**src/rtl/layer_weight_loader.sv**
```systemverilog
// layer_weight_loader: streams weight words into a row memory with async read.
// Define LAYER_LOADER_CHECKSUM_EN to add a running checksum output.
module layer_weight_loader #(
  parameter int w_size      = 8,
  parameter int neurons_in  = 4,
  parameter int neurons_out = 2
) (
  input  logic                          clk,
  input  logic                          rst,
  input  logic                          start,
  input  logic [w_size-1:0]             in_data,
  input  logic                          in_valid,
  output logic                          in_ready,
  output logic                          busy,
  output logic                          done,
  input  logic [neurons_in-1:0]         addr,
`ifdef LAYER_LOADER_CHECKSUM_EN
  output logic [neurons_out*w_size-1:0] data,
  output logic [w_size-1:0]             checksum
`else
  output logic [neurons_out*w_size-1:0] data
`endif
);

  localparam int row_w = neurons_out * w_size;
  localparam int depth = 1 << neurons_in;
  localparam int wcw   = (neurons_out > 1) ? $clog2(neurons_out) : 1;

  localparam logic [wcw-1:0]        last_k   = wcw'(neurons_out - 1);
  localparam logic [neurons_in-1:0] last_row = '1;

  localparam logic [1:0] S_IDLE = 2'd0;
  localparam logic [1:0] S_LOAD = 2'd1;
  localparam logic [1:0] S_DONE = 2'd2;

  logic [1:0]            state;
  logic [1:0]            nxt;
  logic [wcw-1:0]        word_cnt;
  logic [neurons_in-1:0] row_cnt;
  logic [row_w-1:0]      buf_q;
  logic [row_w-1:0]      row_full;
  logic [row_w-1:0]      mem [depth];

  logic is_idle;
  logic is_load;
  logic is_done;
  logic go;
  logic accept;
  logic last_word;
  logic final_word;

  assign is_idle    = (state == S_IDLE);
  assign is_load    = (state == S_LOAD);
  assign is_done    = (state == S_DONE);
  assign go         = start & (is_idle | is_done);
  assign accept     = is_load & in_valid;
  assign last_word  = (word_cnt == last_k);
  assign final_word = accept & last_word & (row_cnt == last_row);

  assign in_ready = is_load;
  assign busy     = is_load;
  assign done     = is_done;
  assign data     = mem[addr];

  // Next state; start is only honoured outside LOAD.
  always_comb begin
    nxt = state;
    unique case (1'b1)
      is_load: nxt = final_word ? S_DONE : S_LOAD;
      is_done: nxt = go ? S_LOAD : S_DONE;
      default: nxt = go ? S_LOAD : S_IDLE;
    endcase
  end

  // State register.
  always_ff @(posedge clk) begin
    if (rst) begin
      state <= S_IDLE;
    end else begin
      state <= nxt;
    end
  end

  // Word/row counters; row_cnt wraps to 0 on the final write.
  always_ff @(posedge clk) begin
    if (rst) begin
      word_cnt <= '0;
      row_cnt  <= '0;
    end else if (go) begin
      word_cnt <= '0;
      row_cnt  <= '0;
    end else if (accept) begin
      if (last_word) begin
        word_cnt <= '0;
        row_cnt  <= row_cnt + 1'b1;
      end else begin
        word_cnt <= word_cnt + 1'b1;
      end
    end
  end

  // Row buffer holds all but the last word of the row being filled.
  always_ff @(posedge clk) begin
    if (rst) begin
      buf_q <= '0;
    end else if (accept && !last_word) begin
      for (int k = 0; k < neurons_out - 1; k++) begin
        if (word_cnt == wcw'(k)) begin
          buf_q[k*w_size +: w_size] <= in_data;
        end
      end
    end
  end

  // Completed row: buffered words plus the word arriving now.
  always_comb begin
    row_full = buf_q;
    row_full[(neurons_out-1)*w_size +: w_size] = in_data;
  end

  // Row memory: cleared on reset, written once per completed row.
  always_ff @(posedge clk) begin
    if (rst) begin
      for (int r = 0; r < depth; r++) begin
        mem[r] <= '0;
      end
    end else if (accept && last_word) begin
      mem[row_cnt] <= row_full;
    end
  end

`ifdef LAYER_LOADER_CHECKSUM_EN
  // Running modulo sum of words accepted since the last load began.
  always_ff @(posedge clk) begin
    if (rst) begin
      checksum <= '0;
    end else if (go) begin
      checksum <= '0;
    end else if (accept) begin
      checksum <= checksum + in_data;
    end
  end
`endif

endmodule
```
**config.mk**
```make
export PLATFORM = sky130hd
export DESIGN_NAME = layer_weight_loader
export DESIGN_NICKNAME = d
export VERILOG_FILES = /design/src/rtl/layer_weight_loader.sv
export SDC_FILE = /design/constraint.sdc
export NUM_CORES = 1
export LEC_CHECK = 0
export CAP_MARGIN = 20
export CORE_ASPECT_RATIO = 1.75
export CORE_MARGIN = 10
export CORE_UTILIZATION = 55
export DETAILED_ROUTE_END_ITERATION = 7
export PLACE_DENSITY = 0.73
export SETUP_SLACK_MARGIN = 0.05
export SYNTH_ARGS = -nofsm -noshare
export SYNTH_HDL_FRONTEND = slang
export SYNTH_SLANG_ARGS = --single-unit
```
**constraint.sdc**
```tcl
create_clock -name clk -period 2.87 [get_ports clk]
set_input_delay 0.861 -clock clk [delete_from_list [all_inputs] [get_ports clk]]
set_output_delay 0.861 -clock clk [all_outputs]
set_load 0.01 [all_outputs]
```
==> results of run 1 <==
-- worst paths after layout --
check / endpoint / slack [ns] / cells past startpoint
min reg2reg: last_word$_SDFFE_PP0N_ / 0.50 / 2
min: last_word$_SDFFE_PP0N_ / 0.50 / 2
max: data[10] / -0.23 / 8
max reg2reg: mem[6][1]$_SDFFCE_PN0P_ / 0.81 / 6
-- cell usage in the layout, fill, tap and decap left out, types with 5 or more instances in the layout --
cell / synthesis / layout
inv_1: 5 / 5
buf_12: 0 / 28
a22oi_2: 0 / 30
a21o_1: 12 / 12
edfxtp_1: 256 / 256
nor2_1: 253 / 252
buf_6: 4 / 24
and2_1: 21 / 20
clkinv_1: 0 / 5
dfxtp_1: 15 / 15
buf_2: 29 / 11
buf_4: 4 / 43
clkbuf_16: 0 / 23
clkdlybuf4s50_1: 0 / 14
ha_1: 7 / 7
mux2i_1: 9 / 9
clkinv_2: 0 / 6
mux4_2: 54 / 59
nand2_2: 0 / 6
nand2_1: 87 / 81
mux4_1: 10 / 5
buf_16: 0 / 7
-- layer usage --
| layer | part of all wire [%] | up-vias | global-route usage (%) |
|---|---|---|---|
| met2 | 54 | 399 | 40.7 |
| met4 | 4.4 | 0 | 10.4 |
| met1 | 33 | 3761 | 24.8 |
| met5 | 0 | - | 0 |
| met3 | 8.0 | 79 | 3.03 |
| li1 | - | 3283 | - |
-- power groups by stage --
| stage | sequential (mW) | combinational (mW) | clock [mW] |
|---|---|---|---|
| 5_1_grt | 4.54 | 0.814 | 3.28 |
| 2_1_floorplan | 4.58 | 0.349 | 0 |
| 4_1_cts | 4.53 | 0.760 | 3.12 |
| 6_report | 4.53 | 0.781 | 3.11 |
| 3_3_place_gp | 4.60 | 0.666 | 0 |
| 3_5_place_dp | 4.61 | 0.669 | 0 |
-- through the flow --
step / worst slack (ns) / util (%) / area [µm²] / hold WS (ns) / power [mW]
after global routing: -0.286 / 67.5 / 14500 / 0.526 / 8.63
after floorplan: 0.0539 / - / 11900 / 0.466 / 4.93
after detailed placement: -0.716 / 61.3 / 13100 / 0.495 / 5.28
final: -0.232 / 67.5 / 14500 / 0.503 / 8.42
after global placement: -0.714 / 61.3 / 13100 / 0.479 / 5.27
after CTS: -0.259 / 67.0 / 14400 / 0.503 / 8.41
-- timing repair --
action	4_1_cts	5_1_grt
setup buffers	24	5
gates cloned	5	0
endpoints found under the setup margin	16	16
resized for setup	133	13
pin swaps	26	9
-- cells by family after synthesis --
group / after synthesis / share of synthesized area [%]
AO/OA/AOI/OAI: 56 / 3.43
XOR/XNOR: 2 / 0.147
adder cells (fa/ha/maj): 7 / 0.736
buffers and inverters: 64 / 2.71
flip-flops: 271 / 67.1
multiplexers: 73 / 13.2
AND/OR/NAND/NOR: 375 / 12.6
-- registers in the layout, indices dropped and copies added, names as in the netlist --
signal	cells
row_cnt	4
last_word	1
mem	256
buf_q	8
state	2
-- cell type report --
class	instances	area (µm²)	area share (%)
clock inverters	16	156	1.08
well taps	292	365	2.53
inverters	5	18.8	0.130
repair buffers	131	1590	11.0
multi-input cells	513	3750	25.9
clock buffers	26	587	4.06
flip-flops and latches	271	7990	55.3
-- worst max-delay path, cell delays in order --
cell	delay [ns]
buf_16	0.14
buf_12	0.14
buf_6	0.11
mux4_2	0.51
a22oi_2	0.14
buf_4	0.15
nand2_1	0.05
buf_2	0.14
==> metrics.md, run 1 <==
| Metric | Value |
|---|---|
| Outcome | `complete, but fails checks` |
| Failing checks | `setup timing` |
| Clock slew at reported path FFs | `approximately 0.070 ns` |
| Core box area | `around 21,000 µm²` |
| GPL Wtd Cong | `around 0.8` |
| Clock power share | `between 30% and 40%` |
| Critical Path End Type | `output port` |
| DIE HEIGHT | `215 µm` |
| CP required | `between 2 and 2.5 ns` |
| Clk_lat worst skew | `between 0.5 and 0.6 ns` |
| Worst vdd ir | `0.000349 V` |
| Most used DFF post-synth | `edfxtp_1` |
| Placed insts | `approximately 1,200` |
| Share of cells above drive strength 1 | `26.3%` |
| TNS Setup | `-3.28 ns` |
| CP Max Fanout | `7` |
| Clock Tree Buf Depth | `3` |
| Ys async rst share | `0%` |
| Gr usage total | `about 22%` |
| HPWL Detailed | `about 19,000 µm` |
| Total congestion overflow | `0` |
| Area Overhead vs Synth | `21.5%` |
| Clock skew | `0.0130 ns` |
| Vias per cell | `between 5 and 6` |
| Vias in the first global route | `between 7,000 and 8,000` |
| Pwr/cell area | `approximately 600 nW/µm²` |
| Syn_area_per_cell | `between 10 and 15 µm²` |
| Crit path from | `addr[0]` |
| Finished Layout Cells | `1,254` |
| Synthesized instance count | `around 850` |
| Internal | `around 6.6 mW` |
| Fmax | `between 300 and 400 MHz` |
| Worst slew pin tran | `between 0.7 and 0.8 ns` |
| Clock tree from TritonCTS | `yes` |
| Post-route antenna net violation count | `0` |
| R2r startpoint | `state[1]$_SDFF_PP0_` |
| Die W | `between 100 and 150 µm` |
| Wire per inst | `between 20 and 30 µm` |
| Drt total wl | `roughly 32,000 µm` |
| Switching share of power | `between 20% and 30%` |
| Final period utilization | `108%` |
| Max Slew Vio Count | `0` |
| EDFF count, synth | `256` |
| Final worst slack | `-0.232 ns` |
| Final Critical Period | `between 3 and 4 ns` |
| Part of the power in combinational logic | `9.3%` |
| Count of input and output buffers | `34` |
| Ranking of synthesized cells by area | `edfxtp_1 (65%), mux4_2 (10%), nor2_1 (8.0%), nand2_1 (2.7%), dfxtp_1 (2.5%)` |
| Synth Register Bits | `271` |
| Sequential power share | `a little over half` |
| P_sw | `approximately 1.8 mW` |
| Post-synth top area share | `roughly 65%` |
| Io pins | `35` |
| Initial DRC Count | `908` |
| Synth area leader | `edfxtp_1` |
| Clk sinks | `271` |
| Vias | `between 7,000 and 8,000` |
| Initial DRT Pass Iterations | `6` |
| Most common cell in the synthesized netlist | `edfxtp_1` |
| Antenna cells | `0` |
| NumNets Final | `968` |
| Critical path class | `in -> out` |
| Fillcell total | `~1,400` |
| Unrepaired setup endpoints after global routing | `yes` |
| Top post-synthesis cells by count | `edfxtp_1 (256), nor2_1 (253), nand2_1 (87)` |
| Final hold vios | `0` |
| Row count | `between 70 and 80` |
| Clk root buf | `clkbuf_16` |
| Worst Path Arrival | `2.24 ns` |
| Pin count of the biggest net entering global routing | `65` |
| Synthesized cell area | `about 12,000 µm²` |
| First-pass GRT wire length | `roughly 47,000 µm` |
| Syn nets | `approximately 870` |
| Leak | `around 5.0 nW` |
| Worst hold path class | `reg -> reg` |
| Distinct cells, synth | `35` |
| Worst Hold Launch | `last_word$_SDFFE_PP0N_` |
| Initial Utilization | `a little under three fifths` |
| Die Area | `about 28,000 µm²` |
| Maxcap violations | `0` |
| DR DRC count | `0` |
| H-tree depth | `1` |
| Sequential area share after synthesis | `about two thirds` |
| Startpoint Class | `primary input` |
| Slew headroom | `between 40% and 50%` |
| Number of buffers created by CTS | `23` |
| Hold buffers post-CTS | `0` |
| Final setup viols | `16` |
| YS warnings | `0` |
| Initial antenna violation count | `0` |
Note: power is estimated with default switching activity, not from simulation.
==> run 2: changes to the inputs <==
--- a/config.mk
+++ b/config.mk
@@ -6,9 +6,9 @@
 export NUM_CORES = 1
 export LEC_CHECK = 0
 export CAP_MARGIN = 20
-export CORE_ASPECT_RATIO = 1.75
 export CORE_MARGIN = 10
 export CORE_UTILIZATION = 55
+export CTS_CLUSTER_SIZE = 10
 export DETAILED_ROUTE_END_ITERATION = 7
 export PLACE_DENSITY = 0.73
 export SETUP_SLACK_MARGIN = 0.05
==> run 2 against run 1 <==
Effect of this change: the flow still finishes with violations (setup timing); largest power group unchanged; global-route usage shrank 1.3 points; clock-buffer cell count grew 30; combinational power shrank 2%; die area shrank 0.82%; final cell count shrank 0.80%; power grew 4.7%; sequential power is essentially flat; sequential share of layout area shrank 0.27 points; worst hold slack gained 0.0089 ns; wire length shrank 6.5%; final area grew 0.49%.
==> metrics.md, run 2 (synthesized netlist as in run 1, its figures left out) <==
| Metric | Value |
|---|---|
| Switching share of power | `21.7%` |
| Vias in the first global route | `7,835` |
| Maxcap violations | `0` |
| Worst slack at placement | `-0.724 ns` |
| DR DRC count | `0` |
| Initial DRC Count | `940` |
| Vias | `~7,400` |
| Initial Utilization | `between 50 and 60%` |
| NumNets Final | `967` |
| Unrepaired setup endpoints after global routing | `yes` |
| Dpl cell area | `approximately 13,000 µm²` |
| Part of the power in combinational logic | `8.6%` |
| Final period utilization | `109%` |
| Clock skew | `between 0.015 and 0.02 ns` |
| CP peak stage delay | `0.53 ns` |
| Critical-path top delay cell | `mux4_2` |
| Vias per cell | `between 5 and 6` |
| Number of buffers created by CTS | `31` |
| Worst slew pin tran | `0.620 ns` |
| CP Max Fanout | `8` |
| Antenna cells | `0` |
| Final core utilization | `68.6%` |
| Max reg flops | `256` |
| Initial DRT Pass Iterations | `6` |
| Registers with the most flip-flops | `mem (256), buf_q (8), row_cnt (4)` |
| CP required | `approximately 2.0 ns` |
| Worst vdd ir | `just over 0.0004 V` |
| Pin count of the biggest net entering global routing | `slightly below 50` |
| Die W | `167 µm` |
| Worst hold path class | `reg -> reg` |
| Biggest register | `mem` |
| HPWL Detailed | `~18,000 µm` |
| Sequential Area | `7990 µm²` |
| TNS Setup | `-3.37 ns` |
| Failing checks | `setup timing` |
| Row count | `53` |
| Initial antenna violation count | `0` |
| Critical path class | `in -> out` |
| Post-route antenna net violation count | `0` |
| H-tree depth | `1` |
| Internal | `between 6 and 7 mW` |
| Final worst slack | `-0.267 ns` |
| Die Area | `approximately 28,000 µm²` |
| Gr usage total | `between 20% and 30%` |
| GPL Wtd Cong | `between 0.7 and 0.8` |
| Worst Hold Launch | `last_word$_SDFFE_PP0N_` |
| Leading cell types in the layout, fill and taps excluded | `edfxtp_1 (256), nor2_1 (253), nand2_1 (73)` |
| Area Overhead vs Synth | `22.1%` |
| P_sw | `~1.9 mW` |
| R2r startpoint | `state[1]$_SDFF_PP0_` |
| Drt total wl | `29,500 µm` |
| Clk root buf | `clkbuf_16` |
| DIE HEIGHT | `~170 µm` |
| Hold path depth | `2` |
| Critical Path End Type | `output port` |
| Count of input and output buffers | `34` |
| Slew headroom | `between 50% and 60%` |
| Startpoint Class | `primary input` |
| Share of cells above drive strength 1 | `approximately a quarter` |
| Total congestion overflow | `0` |
| Wire per inst | `between 20 and 25 µm` |
| Final setup viols | `16` |
| Io pins | `35` |
| Post-route cell area | `~15,000 µm²` |
| Hold_ws | `0.512 ns` |
| Design Power | `a little under 9 mW` |
| RR Endpoint | `mem[14][5]$_SDFFCE_PN0P_` |
| Clock power share | `40.0%` |
| Fillcell total | `roughly 1,400` |
| First-pass GRT wire length | `46,100 µm` |
| Crit path cell chain | `buf_12, buf_12, buf_6, mux4_2, a22oi_2, buf_4, nand2_4, buf_6` |
| Pwr/cell area | `607 nW/µm²` |
| Leak | `approximately 5.0 nW` |
| Clk sinks | `between 200 and 300` |
| Max Slew Vio Count | `0` |
| Final hold vios | `0` |
| Area taken by multi-input logic gates | `approximately 3800 µm²` |
| R2R Setup Slk | `roughly 0.78 ns` |
| Most common cell after layout, fill and taps aside | `edfxtp_1` |
| Finished Layout Cells | `1,244` |
| Clock Tree Buf Depth | `3` |
| Reg2Reg Depth | `6` |
| Fmax | `319 MHz` |
| Outcome | `complete, but fails checks` |
| Clock slew at reported path FFs | `0.06 ns` |
| Final Critical Period | `roughly 3.1 ns` |
| Core box area | `roughly 21,000 µm²` |
| Hold Path Sink | `last_word$_SDFFE_PP0N_` |
| Placed insts | `roughly 1,200` |
| Clock tree from TritonCTS | `yes` |
| Worst Path Arrival | `2.28 ns` |
| Sequential power share | `roughly half` |
| Clk_lat worst skew | `0.56 ns` |
| Hold buffers post-CTS | `0` |
[run 2: changes by cell type in the layout (fill, tap and decap cells not counted), sizes merged]
cell      previous run  this run
buf                115       106
clkinvlp             0         1
clkbuf              26        56
clkinv              12         0
bufinv               3         0
[run 2: timing repair]
action                     in CTS  in global routing
gates cloned                    2                  0
setup endpoints to repair      16                 16
pin swaps                      26                 14
gates resized for setup       128                 17
setup buffers                  23                  2
[run 2: routing by layer]
| metal | part of all wire [%] | GRT usage, % |
|---|---|---|
| met1 | 39 | 28.3 |
| met2 | 50 | 34.3 |
| met3 | 9.5 | 3.62 |
| met4 | 1.7 | 5.35 |
| met5 | 0 | 0 |
[run 2: worst max-delay path, delay by kind of cell]
family                 cells  cell delay, ns
buffers and inverters      5            0.64
AND/OR/NAND/NOR            1            0.05
AO/OA/AOI/OAI              1            0.18
multiplexers               1            0.53
[run 2: worst max path at each step]
stage | from | end | slack (ns) | cells after the start
final | addr[0] | data[2] | -0.27 | 8
after global routing | addr[0] | data[5] | -0.32 | 8
after floorplan | addr[0] | data[10] | 0.05 | 5
after CTS | addr[0] | data[14] | -0.28 | 8
after detailed placement | addr[0] | data[2] | -0.72 | 7
after global placement | addr[0] | data[2] | -0.67 | 7
[run 2: power by group through the flow]
stage | Combinational, mW | Sequential, mW | Clock (mW)
finish | 0.762 | 4.53 | 3.52
global placement | 0.652 | 4.60 | 0
CTS | 0.745 | 4.53 | 3.55
detailed placement | 0.663 | 4.61 | 0
global route | 0.806 | 4.54 | 3.71
floorplan | 0.349 | 4.58 | 0
[run 2: final cells by class]
cell class,count,share of cell area [%]
flip-flops and latches,271,55.0
well taps,275,2.37
clock inverters,2,0.112
inverters,5,0.129
repair buffers,122,10.4
multi-input cells,513,25.9
clock buffers,56,6.06
==> run 3: changes to the inputs <==
--- a/config.mk
+++ b/config.mk
@@ -5,7 +5,7 @@
 export SDC_FILE = /design/constraint.sdc
 export NUM_CORES = 1
 export LEC_CHECK = 0
-export CAP_MARGIN = 20
+export CAP_MARGIN = 0
 export CORE_MARGIN = 10
 export CORE_UTILIZATION = 55
 export CTS_CLUSTER_SIZE = 10
==> results of run 3 <==
The final DEF is identical to that of run 2; final timing and power are the same.
==> RTL edit (settings of run 1) <==
The parameter `w_size` goes from 8 to 16.
--- a/src/rtl/layer_weight_loader.sv
+++ b/src/rtl/layer_weight_loader.sv
@@ -1,7 +1,7 @@
 // layer_weight_loader: streams weight words into a row memory with async read.
 // Define LAYER_LOADER_CHECKSUM_EN to add a running checksum output.
 module layer_weight_loader #(
-  parameter int w_size      = 8,
+  parameter int w_size      = 16,
   parameter int neurons_in  = 4,
   parameter int neurons_out = 2
 ) (
Ports: changed (resized data and in_data); port bits go from 35 to 59. The function was not compared with the original's and may differ.
==> RTL edit against run 1 <==
The run still ends with negative setup slack left. Sequential cell count increased by 264. Synthesized area up 94%. Utilization decreased by 0.87 points. Clock power grew 100%. Setup slack got worse by 210 ps. Wire length grew 110%. Cell area rose by 92%. First-iteration DRC count increased by 89%. Combinational power grew 90%. Total power is 98% higher. Sequential power increased by 98%. Largest power group unchanged.
==> RTL edit: results (changes against run 1) <==
The synthesized-area fraction occupied by xor and xnor cells is 0.0007587 (-0.0007138). Routability-driven placement congestion ratio: 0.8083 (-1.1%). The share of synthesized area occupied by flip-flops and latches was 0.6859 (+0.01442).

The fraction of area in registers was 0.5710 (+0.01827); the mean area per synthesized cell was 14.06 sq um (+0.23%). The logs give 15450 (+97%) for the number of global-route vias before repair and 97610 um (+110%) for the global-route wire length before repair. The synthesized-area fraction occupied by adder cells is 0.003793 (-0.003569), and the final worst-path setup slack is -446.6 ps (-214.7 ps).

For the DRC marker count from the first detailed-route iteration, the log shows 1712 (+89%). The flow ran to the end, but the final reports show violations. The most critical setup path has its endpoint at data[3].

Compared with the post-synthesis result, the final layout area differs by 20.10%. The relative area of non-clock buffer cells in the final design is 0.09489 (-0.01508). The worst register-to-register path begins at row_cnt[2].

Transition at the pin with the smallest max-transition slack: 734.9 ps (-15.67 ps). The largest registers in the layout are mem x512, buf_q x16, row_cnt x4. The number of port buffers works out to 58 (+71%).

The wire length after detailed routing was 65360 um (+110%); the flop-to-flop setup slack was 770 ps (-40 ps). The run gives 570 ps (+50 ps) as the later-pin clock latency in the skew report. The vias per cell is 6.217 (+3.6%). The commonest cells after synthesis are sky130_fd_sc_hd__edfxtp_1, sky130_fd_sc_hd__nor2_1, sky130_fd_sc_hd__nand2_1.

The global routing met1 resource utilization is 0.2902 (+0.04224), and the area of combinational cells with multiple inputs is 7029 sq um (+88%). The final-report setup violation count came out at 32 (+16). The endpoint of the worst-slack reg-to-reg timing path was mem[13][31]. The tools report the overall track demand over capacity in global routing as 0.2568 (+0.03473).

The total of fill cells in the finished design was 2878 (+100%); the area fraction of clock buffers and clock inverters was 0.05469 (+0.003253). The logs give 32 (-8.6%) for the number of different library cells in the post-synthesis netlist and 2 (+2) for the antenna cell count. For the setup TNS after final layout, the log shows -10340 ps (-7067 ps). The count of cells along the worst register-to-register path was 4 (-2). The number of antenna violations at the first check in global routing came out at 3 (+3). The tools report the instance count after placement with tap cells included as 2257 (+92%). The met2 capacity usage during global routing is 0.4573 (+0.05070).

The checks that failed: negative setup slack.
==> RTL edit: cell count changes in the layout (fill, tap and decap cells not counted), moves of 16 or more <==
| cell | change |
|---|---|
| sky130_fd_sc_hd__clkbuf_16 | +28 |
| sky130_fd_sc_hd__buf_4 | +18 |
| sky130_fd_sc_hd__nand2_1 | +109 |
| sky130_fd_sc_hd__a22oi_2 | +24 |
| sky130_fd_sc_hd__a21oi_1 | +16 |
| sky130_fd_sc_hd__and2_1 | +18 |
| sky130_fd_sc_hd__buf_12 | +34 |
| sky130_fd_sc_hd__mux4_2 | +69 |
| sky130_fd_sc_hd__edfxtp_1 | +256 |
| sky130_fd_sc_hd__nor2_1 | +231 |
==> RTL edit: power by group <==
part	total (mW)	internal [mW]	switching, mW
Sequential	8.95	8.84	0.104
Combinational	1.48	0.691	0.794
Clock	6.28	3.54	2.74
==> RTL edit: what timing repair did <==
action	CTS	global route
gates resized for setup	216	33
pin swaps	51	22
endpoints found under the setup margin	32	34
setup buffers	16	9
hold buffers	0	0
cloned	6	1
